## config.mk

```make
export PLATFORM = sky130hd
export DESIGN_NAME = multicycle_control_flat
export DESIGN_NICKNAME = d
export VERILOG_FILES = /design/src/rtl/multicycle_control_pkg.sv /design/src/rtl/multicycle_control_if.sv /design/src/rtl/multicycle_control_next_state.sv /design/src/rtl/multicycle_control.sv /design/src/flat_wrapper.sv
export SDC_FILE = /design/constraint.sdc
export NUM_CORES = 1
export LEC_CHECK = 0
export ABC_AREA = 0
export BUFFER_PORTS_ARGS = -buffer_cell sky130_fd_sc_hd__buf_2
export CORE_ASPECT_RATIO = 0.9
export CORE_MARGIN = 10
export CORE_UTILIZATION = 38
export DETAILED_ROUTE_END_ITERATION = 10
export HOLD_SLACK_MARGIN = 0.03
export PLACE_DENSITY_LB_ADDON = 0.08
export SETUP_SLACK_MARGIN = 0.02
export SYNTH_ARGS = -nofsm -noshare
export SYNTH_HDL_FRONTEND = slang
export SYNTH_SLANG_ARGS = --single-unit
```

## constraint.sdc

```tcl
create_clock -name clk -period 2.3 [get_ports clk]
set_clock_uncertainty 0.05 [all_clocks]
set_input_delay 0.23 -clock clk [delete_from_list [all_inputs] [get_ports clk]]
set_output_delay 0.23 -clock clk [all_outputs]
set_load 0.02 [all_outputs]
```

## src/rtl/multicycle_control_pkg.sv

```systemverilog
// Shared types and constants for the multi-cycle CPU control sequencer:
// state encoding, instruction fields, ALU codes and datapath mux selects.
package mc_pkg;

  typedef enum logic [3:0] {
    S_FETCH     = 4'd0,
    S_DECODE    = 4'd1,
    S_MEM_ADDR  = 4'd2,
    S_MEM_READ  = 4'd3,
    S_MEM_WB    = 4'd4,
    S_MEM_WRITE = 4'd5,
    S_R_EXEC    = 4'd6,
    S_R_WB      = 4'd7,
    S_I_EXEC    = 4'd8,
    S_I_WB      = 4'd9,
    S_BRANCH    = 4'd10,
    S_JUMP      = 4'd11,
    S_JAL       = 4'd12,
    S_JR        = 4'd13,
    S_HALT      = 4'd14
  } mc_state_e;

  localparam logic [5:0] OP_RTYPE = 6'h00;
  localparam logic [5:0] OP_J     = 6'h02;
  localparam logic [5:0] OP_JAL   = 6'h03;
  localparam logic [5:0] OP_BEQ   = 6'h04;
  localparam logic [5:0] OP_BNE   = 6'h05;
  localparam logic [5:0] OP_ADDI  = 6'h08;
  localparam logic [5:0] OP_XORI  = 6'h0E;
  localparam logic [5:0] OP_LW    = 6'h23;
  localparam logic [5:0] OP_SW    = 6'h2B;

  localparam logic [5:0] FN_JR  = 6'h08;
  localparam logic [5:0] FN_ADD = 6'h20;
  localparam logic [5:0] FN_SUB = 6'h22;
  localparam logic [5:0] FN_SLT = 6'h2A;

  localparam logic [3:0] ALU_ADD = 4'b0010;
  localparam logic [3:0] ALU_SUB = 4'b0110;
  localparam logic [3:0] ALU_SLT = 4'b0111;
  localparam logic [3:0] ALU_XOR = 4'b1101;

  localparam logic [1:0] REGDST_RT  = 2'd0;
  localparam logic [1:0] REGDST_RD  = 2'd1;
  localparam logic [1:0] REGDST_R31 = 2'd2;

  localparam logic [1:0] WB_ALUOUT = 2'd0;
  localparam logic [1:0] WB_MDR    = 2'd1;
  localparam logic [1:0] WB_PC     = 2'd2;

  localparam logic [1:0] SRCB_REGB    = 2'd0;
  localparam logic [1:0] SRCB_FOUR    = 2'd1;
  localparam logic [1:0] SRCB_IMM     = 2'd2;
  localparam logic [1:0] SRCB_IMM_SH2 = 2'd3;

  localparam logic [1:0] PCSRC_ALU    = 2'd0;
  localparam logic [1:0] PCSRC_ALUOUT = 2'd1;
  localparam logic [1:0] PCSRC_JUMP   = 2'd2;
  localparam logic [1:0] PCSRC_REGA   = 2'd3;

  // R-type ALU operation; JR never reaches R_EXEC so anything unknown adds
  function automatic logic [3:0] rtype_alu(input logic [5:0] funct);
    case (funct)
      FN_SUB:  return ALU_SUB;
      FN_SLT:  return ALU_SLT;
      default: return ALU_ADD;
    endcase
  endfunction

  function automatic logic is_retire(input mc_state_e state, input logic mem_ready);
    case (state)
      S_MEM_WB, S_R_WB, S_I_WB, S_BRANCH, S_JUMP, S_JAL, S_JR: return 1'b1;
      S_MEM_WRITE: return mem_ready;
      default:     return 1'b0;
    endcase
  endfunction

endpackage

```

## src/rtl/multicycle_control_if.sv

```systemverilog
// Bundle of instruction fields, datapath status and control strobes between
// the sequencer (slave) and the datapath/memory side (master).
interface multicycle_control_if #(
  parameter int INSTR_CNT_W = 32
);
  logic [5:0]             opcode;
  logic [5:0]             funct;
  logic                   alu_zero;
  logic                   mem_ready;
  logic                   pc_write;
  logic                   iord;
  logic                   mem_read;
  logic                   mem_write;
  logic                   ir_write;
  logic                   reg_write;
  logic [1:0]             reg_dst;
  logic [1:0]             wb_sel;
  logic                   alu_src_a;
  logic [1:0]             alu_src_b;
  logic [3:0]             alu_ctl;
  logic [1:0]             pc_source;
  logic                   halt;
  logic [3:0]             state_o;
  logic [INSTR_CNT_W-1:0] instr_count;

  modport slave (
    input  opcode, funct, alu_zero, mem_ready,
    output pc_write, iord, mem_read, mem_write, ir_write, reg_write,
           reg_dst, wb_sel, alu_src_a, alu_src_b, alu_ctl, pc_source,
           halt, state_o, instr_count
  );

  modport master (
    output opcode, funct, alu_zero, mem_ready,
    input  pc_write, iord, mem_read, mem_write, ir_write, reg_write,
           reg_dst, wb_sel, alu_src_a, alu_src_b, alu_ctl, pc_source,
           halt, state_o, instr_count
  );
endinterface

```

## src/rtl/multicycle_control_next_state.sv

```systemverilog
// Combinational next-state decode for the multi-cycle sequencer; memory
// states hold until mem_ready and DECODE dispatches on opcode/funct.
module mc_next_state
  import mc_pkg::*;
(
  input  mc_state_e  state_i,
  input  logic [5:0] opcode_i,
  input  logic [5:0] funct_i,
  input  logic       mem_ready_i,
  output mc_state_e  state_d_o
);

  always_comb begin
    state_d_o = state_i;
    case (state_i)
      S_FETCH:     state_d_o = mem_ready_i ? S_DECODE : S_FETCH;
      S_DECODE: begin
        case (opcode_i)
          OP_LW, OP_SW:     state_d_o = S_MEM_ADDR;
          OP_RTYPE: begin
            if (funct_i == FN_JR) begin
              state_d_o = S_JR;
            end else if (funct_i == FN_ADD || funct_i == FN_SUB || funct_i == FN_SLT) begin
              state_d_o = S_R_EXEC;
            end else begin
              state_d_o = S_HALT;
            end
          end
          OP_ADDI, OP_XORI: state_d_o = S_I_EXEC;
          OP_BEQ, OP_BNE:   state_d_o = S_BRANCH;
          OP_J:             state_d_o = S_JUMP;
          OP_JAL:           state_d_o = S_JAL;
          default:          state_d_o = S_HALT;
        endcase
      end
      S_MEM_ADDR:  state_d_o = (opcode_i == OP_LW) ? S_MEM_READ : S_MEM_WRITE;
      S_MEM_READ:  state_d_o = mem_ready_i ? S_MEM_WB : S_MEM_READ;
      S_MEM_WRITE: state_d_o = mem_ready_i ? S_FETCH : S_MEM_WRITE;
      S_R_EXEC:    state_d_o = S_R_WB;
      S_I_EXEC:    state_d_o = S_I_WB;
      S_MEM_WB, S_R_WB, S_I_WB, S_BRANCH, S_JUMP, S_JAL, S_JR:
                   state_d_o = S_FETCH;
      S_HALT:      state_d_o = S_HALT;
      default:     state_d_o = S_HALT;
    endcase
  end

endmodule

```

## src/rtl/multicycle_control.sv

```systemverilog
// Multi-cycle CPU control sequencer: state register, Moore output decode of
// every datapath select/enable, and a retired-instruction counter.
module multicycle_control
  import mc_pkg::*;
#(
  parameter int INSTR_CNT_W = 32
) (
  input logic                 clk,
  input logic                 reset,
  multicycle_control_if.slave bus
);

  mc_state_e              state_q, state_d;
  logic [INSTR_CNT_W-1:0] instr_count_q;

  logic       pc_write, iord, mem_read, mem_write, ir_write, reg_write;
  logic       alu_src_a, halt;
  logic [1:0] reg_dst, wb_sel, alu_src_b, pc_source;
  logic [3:0] alu_ctl;

  mc_next_state u_next_state (
    .state_i     (state_q),
    .opcode_i    (bus.opcode),
    .funct_i     (bus.funct),
    .mem_ready_i (bus.mem_ready),
    .state_d_o   (state_d)
  );

  // Reset takes priority, so an instruction cut short never retires
  always_ff @(posedge clk) begin
    if (!reset) begin
      state_q       <= S_FETCH;
      instr_count_q <= '0;
    end else begin
      state_q <= state_d;
      if (is_retire(state_q, bus.mem_ready)) begin
        instr_count_q <= instr_count_q + INSTR_CNT_W'(1);
      end
    end
  end

  always_comb begin
    pc_write  = 1'b0;
    iord      = 1'b0;
    mem_read  = 1'b0;
    mem_write = 1'b0;
    ir_write  = 1'b0;
    reg_write = 1'b0;
    reg_dst   = REGDST_RT;
    wb_sel    = WB_ALUOUT;
    alu_src_a = 1'b0;
    alu_src_b = SRCB_REGB;
    alu_ctl   = ALU_ADD;
    pc_source = PCSRC_ALU;
    halt      = 1'b0;
    case (state_q)
      S_FETCH: begin
        mem_read  = 1'b1;
        ir_write  = bus.mem_ready;
        pc_write  = bus.mem_ready;
        alu_src_b = SRCB_FOUR;
        pc_source = PCSRC_ALU;
      end
      // Speculative branch target computed while the opcode is decoded
      S_DECODE: alu_src_b = SRCB_IMM_SH2;
      S_MEM_ADDR: begin
        alu_src_a = 1'b1;
        alu_src_b = SRCB_IMM;
      end
      S_MEM_READ: begin
        iord     = 1'b1;
        mem_read = 1'b1;
      end
      S_MEM_WB: begin
        reg_write = 1'b1;
        reg_dst   = REGDST_RT;
        wb_sel    = WB_MDR;
      end
      S_MEM_WRITE: begin
        iord      = 1'b1;
        mem_write = 1'b1;
      end
      S_R_EXEC: begin
        alu_src_a = 1'b1;
        alu_src_b = SRCB_REGB;
        alu_ctl   = rtype_alu(bus.funct);
      end
      S_R_WB: begin
        reg_write = 1'b1;
        reg_dst   = REGDST_RD;
        wb_sel    = WB_ALUOUT;
      end
      S_I_EXEC: begin
        alu_src_a = 1'b1;
        alu_src_b = SRCB_IMM;
        alu_ctl   = (bus.opcode == OP_XORI) ? ALU_XOR : ALU_ADD;
      end
      S_I_WB: begin
        reg_write = 1'b1;
        reg_dst   = REGDST_RT;
        wb_sel    = WB_ALUOUT;
      end
      // Opcode bit 0 distinguishes BNE from BEQ
      S_BRANCH: begin
        alu_src_a = 1'b1;
        alu_src_b = SRCB_REGB;
        alu_ctl   = ALU_SUB;
        pc_source = PCSRC_ALUOUT;
        pc_write  = bus.opcode[0] ? ~bus.alu_zero : bus.alu_zero;
      end
      S_JUMP: begin
        pc_source = PCSRC_JUMP;
        pc_write  = 1'b1;
      end
      S_JAL: begin
        pc_source = PCSRC_JUMP;
        pc_write  = 1'b1;
        reg_write = 1'b1;
        reg_dst   = REGDST_R31;
        wb_sel    = WB_PC;
      end
      S_JR: begin
        pc_source = PCSRC_REGA;
        pc_write  = 1'b1;
      end
      S_HALT:  halt = 1'b1;
      default: halt = 1'b1;
    endcase
  end

  assign bus.pc_write    = pc_write;
  assign bus.iord        = iord;
  assign bus.mem_read    = mem_read;
  assign bus.mem_write   = mem_write;
  assign bus.ir_write    = ir_write;
  assign bus.reg_write   = reg_write;
  assign bus.reg_dst     = reg_dst;
  assign bus.wb_sel      = wb_sel;
  assign bus.alu_src_a   = alu_src_a;
  assign bus.alu_src_b   = alu_src_b;
  assign bus.alu_ctl     = alu_ctl;
  assign bus.pc_source   = pc_source;
  assign bus.halt        = halt;
  assign bus.state_o     = state_q;
  assign bus.instr_count = instr_count_q;

endmodule

```

## src/flat_wrapper.sv

```systemverilog
// flat-port wrapper written by rule: the top's interface ports become plain ports
module multicycle_control_flat import mc_pkg::*;
#(
  parameter int INSTR_CNT_W = 32
)
  (clk, reset, bus_opcode, bus_funct, bus_alu_zero, bus_mem_ready, bus_pc_write, bus_iord, bus_mem_read, bus_mem_write, bus_ir_write, bus_reg_write, bus_reg_dst, bus_wb_sel, bus_alu_src_a, bus_alu_src_b, bus_alu_ctl, bus_pc_source, bus_halt, bus_state_o, bus_instr_count);
  multicycle_control_if #(.INSTR_CNT_W(INSTR_CNT_W)) bus_i ();
  input logic clk;
  input logic reset;
  input wire logic [$bits(bus_i.opcode)-1:0] bus_opcode;
  input wire logic [$bits(bus_i.funct)-1:0] bus_funct;
  input wire logic [$bits(bus_i.alu_zero)-1:0] bus_alu_zero;
  input wire logic [$bits(bus_i.mem_ready)-1:0] bus_mem_ready;
  output wire logic [$bits(bus_i.pc_write)-1:0] bus_pc_write;
  output wire logic [$bits(bus_i.iord)-1:0] bus_iord;
  output wire logic [$bits(bus_i.mem_read)-1:0] bus_mem_read;
  output wire logic [$bits(bus_i.mem_write)-1:0] bus_mem_write;
  output wire logic [$bits(bus_i.ir_write)-1:0] bus_ir_write;
  output wire logic [$bits(bus_i.reg_write)-1:0] bus_reg_write;
  output wire logic [$bits(bus_i.reg_dst)-1:0] bus_reg_dst;
  output wire logic [$bits(bus_i.wb_sel)-1:0] bus_wb_sel;
  output wire logic [$bits(bus_i.alu_src_a)-1:0] bus_alu_src_a;
  output wire logic [$bits(bus_i.alu_src_b)-1:0] bus_alu_src_b;
  output wire logic [$bits(bus_i.alu_ctl)-1:0] bus_alu_ctl;
  output wire logic [$bits(bus_i.pc_source)-1:0] bus_pc_source;
  output wire logic [$bits(bus_i.halt)-1:0] bus_halt;
  output wire logic [$bits(bus_i.state_o)-1:0] bus_state_o;
  output wire logic [$bits(bus_i.instr_count)-1:0] bus_instr_count;
  assign bus_i.opcode = bus_opcode;
  assign bus_i.funct = bus_funct;
  assign bus_i.alu_zero = bus_alu_zero;
  assign bus_i.mem_ready = bus_mem_ready;
  assign bus_pc_write = bus_i.pc_write;
  assign bus_iord = bus_i.iord;
  assign bus_mem_read = bus_i.mem_read;
  assign bus_mem_write = bus_i.mem_write;
  assign bus_ir_write = bus_i.ir_write;
  assign bus_reg_write = bus_i.reg_write;
  assign bus_reg_dst = bus_i.reg_dst;
  assign bus_wb_sel = bus_i.wb_sel;
  assign bus_alu_src_a = bus_i.alu_src_a;
  assign bus_alu_src_b = bus_i.alu_src_b;
  assign bus_alu_ctl = bus_i.alu_ctl;
  assign bus_pc_source = bus_i.pc_source;
  assign bus_halt = bus_i.halt;
  assign bus_state_o = bus_i.state_o;
  assign bus_instr_count = bus_i.instr_count;
  multicycle_control #(.INSTR_CNT_W(INSTR_CNT_W)) u_core (.clk(clk), .reset(reset), .bus(bus_i));
endmodule
```

==> flow_metrics.py <==
metrics = {
    "critical_path": {
        "reg2reg_to": "u_core.bus.instr_count[31]",
        "reg2reg_slack_ns": 0.24,
        "timing.critical_path.buf_inv": 1,
        "endpoint_kind": "flop",
        "worstPathArrival_ns": 2.22,
        "worstReg2RegStart": "u_core.bus.instr_count[10]",
        "crit_start": "u_core.bus.instr_count[10]",
        "critPathSlowestCell": "dfxtp_1",
        "crit_type": "flop to flop",
        "critPathCapture": "u_core.bus.instr_count[31]",
        "crit_path_start_kind": "flop",
        "slowest_delay_ns": 0.42,
        "cp.required_ns": 2.46,
        "crit_top_cell": "nand4_1",
        "critPathMaxFanout": 12,
        "r2r_cells": 6,
        "crit_family": "simple AND/OR/NAND/NOR gates",
        "path_cells": "nand4_1, nor4_1, nand4_1, buf_4, or4_1, a21oi_1",
        "worst-path-stages": 6,
    },
    "run": {
        "maxCapViolCount": 0,
    },
    "floorplanning": {
        "pin_count": 72,
        "rows": 27,
        "initial_core_util_pct": 38.61,
        "die-area_um2": 9684,
        "die-width_um": 102.6,
        "core_area_um2": 6047,
        "die_h_um": 94.36,
    },
    "cells_and_area": {
        "syn2layout_area_growth_pct": 22.35,
        "drive_above_1_share_pct": 25.06,
        "fin_nets": 403,
        "antenna_cells": 0,
        "postLayoutCellArea_um2": 2856,
    },
    "timing": {
        "setup-tns-final_ns": 0,
        "rsz0062_at_grt": "false",
        "slew_headroom_pct": 66.78,
        "period_needed_ns": 2.056,
        "setup_viol": 0,
        "fmax_mhz": 486.5,
        "hold_viol": 0,
        "period_share_pct": 89.37,
        "worstMarginPinSlew_ns": 0.4976,
        "hold_ws_ns": 0.2453,
        "final-max-slew-violation-count": 0,
    },
    "synthesis": {
        "yosysWarnings": 0,
        "synth_area_per_cell_um2": 7.319,
        "ys_async_sr_fraction_pct": 0,
        "yosysSeqAreaShare_pct": 30.87,
        "syn_nets": 336,
        "synth_area_um2": 2335,
        "synth_seq_cells": 36,
        "synthFlopType": "dfxtp_1",
        "syn-instance-count": 319,
        "synth_cell_types": 51,
        "synth_edf_count": 0,
    },
    "power": {
        "peakVddDrop_mv": 0.4482,
        "power_density_nw_per_um2": 754.0,
        "leakage_nw": 1.204,
    },
    "clock_network": {
        "post_cts_buffers": 0,
        "cts_htree_levels": 2,
        "cts_hold_buf": 0,
        "cts_buffers": 5,
        "cts_tree": "done",
        "clk_latency_ns": 0.28,
        "cts_resized": 0,
        "root_buffer": "clkbuf_8",
        "path_clk_slew_ns": 0.07,
        "cts_sinks": 36,
        "cts_buffer_depth": 2,
    },
    "route": {
        "routed_wl_mm": 6.761,
        "ant_nets": 0,
        "vias": 2517,
        "drt_iter0_markers": 85,
        "firstDrtPassIters": 4,
        "wl_per_cell_um": 14.73,
        "drc": 0,
        "routed_via_density": 5.484,
    },
    "grt": {
        "grt.overflow.total": 0,
        "antenna_found_initial": 0,
        "grt_pass1_wl_mm": 10.94,
        "grt_pass1_vias": 2280,
        "grt_usage_pct": 13.42,
        "grt_max_degree": 29,
    },
    "placed_design": {
        "io_buffers": 71,
        "post-dp-hpwl_mm": 5.076,
        "placed_area_um2": 2765,
        "place_congestion": 0.8215,
    },
    "min_path": {
        "hp-class": "primary input to flop",
    },
    "status": {
        "outcome": "finished clean",
    },
}
state kept, by name, indices dropped and copies added, names as in the netlist:
signal and cells:
u_core.bus.instr_count 32, u_core.bus.state_o 4
Yosys cell counts (all sizes together), types with 4 or more instances:
| cell | n | area [um^2] |
|---|---|---|
| dfxtp | 36 | 720.7 |
| buf | 11 | 56.30 |
| nand2 | 28 | 105.1 |
| nor2 | 35 | 138.9 |
| nor3 | 12 | 65.06 |
| nand4 | 18 | 133.9 |
| nand2b | 6 | 37.54 |
| and3 | 6 | 37.54 |
| xor2 | 8 | 70.07 |
| o31ai | 4 | 30.03 |
| a21oi | 24 | 120.1 |
| nor2b | 4 | 25.02 |
| and4 | 4 | 35.03 |
| and2 | 4 | 25.02 |
| inv | 15 | 56.30 |
| clkbuf | 11 | 41.29 |
| o21a | 8 | 60.06 |
| o21ai | 22 | 110.1 |
| or3 | 14 | 87.58 |
| nand3 | 11 | 55.05 |
| xnor2 | 6 | 52.55 |
cell usage in the layout (no fill, tap or decap), types with 3 or more instances in the layout:
| cell type | netlist | final |
|---|---|---|
| nand2_1 | 28 | 28 |
| or3_1 | 14 | 14 |
| nand2b_1 | 6 | 6 |
| o31ai_1 | 4 | 4 |
| nor3b_1 | 3 | 3 |
| o21a_1 | 8 | 8 |
| dfxtp_1 | 36 | 35 |
| o21ai_0 | 13 | 13 |
| nor2b_1 | 4 | 4 |
| xor2_1 | 8 | 8 |
| nand4_1 | 16 | 16 |
| nor3_1 | 11 | 11 |
| and3_1 | 6 | 6 |
| buf_4 | 2 | 11 |
| clkbuf_8 | 0 | 6 |
| a21oi_1 | 24 | 24 |
| o21ai_1 | 9 | 9 |
| and2_1 | 4 | 4 |
| buf_2 | 6 | 71 |
| nor2_1 | 34 | 34 |
| inv_1 | 14 | 14 |
| nand3_1 | 11 | 11 |
| xnor2_1 | 6 | 6 |
| and4_1 | 4 | 4 |
where the power goes:
group	switching [W]	leakage (nW)	internal (W)	total, W
clock	0.000218	0.0455	0.000244	0.000462
combinational	0.000650	0.868	0.000340	0.000990
sequential	0.0000461	0.291	0.000655	0.000701
stage by stage:
step / std cells / total power [W] / setup slack (ns) / utilization (%)
floorplan: 319 / 0.001411 / 0.3815 / -
global placement: 451 / 0.001708 / 0.3007 / 45.73
detailed placement: 451 / 0.001709 / 0.2676 / 45.73
CTS: 459 / 0.002176 / 0.1846 / 47.22
global route: 459 / 0.002310 / 0.03960 / 47.24
finish: 459 / 0.002154 / 0.2444 / 47.24
cell families (layout without fill, tap and decap cells):
kind of cell,after synthesis,in the layout,synth area share [%]
AOI/OAI and AO/OA,73,73,18.97
xor gates and xnor gates,14,14,5.252
muxes,2,2,0.8575
buffers and inverters,37,105,6.591
adders and majority gates,1,1,0.5358
DFF,36,36,30.87
and+or+nand+nor,156,156,36.92
cell type report:
cell class | instances | area, um^2
Inverter | 15 | 56.30
Tap cell | 72 | 90.09
Multi-Input combinational cell | 246 | 1460
Fill cell | 656 | 3191
Clock buffer | 8 | 90.09
Sequential cell | 36 | 721.9
Timing Repair Buffer | 82 | 437.9
per-layer routing:
metal	track usage (%)	share of wire, %
met4	2.113	0.35
met3	3.650	7.2
met1	18.21	48
met2	21.08	45
met5	0	0
worst min path at each step:
stage                                          start  slack [ns]  cells after the start                    endpoint
after floorplan                                reset        0.36                      2  u_core.bus.instr_count[19]
after global placement    u_core.bus.instr_count[31]        0.41                      2  u_core.bus.instr_count[31]
after detailed placement  u_core.bus.instr_count[31]        0.43                      2  u_core.bus.instr_count[31]
after CTS                                      reset        0.24                      2  u_core.bus.instr_count[11]
after global routing                           reset        0.24                      2  u_core.bus.instr_count[11]
final                                          reset        0.25                      2  u_core.bus.instr_count[12]
(Power assumes the default switching activity.)
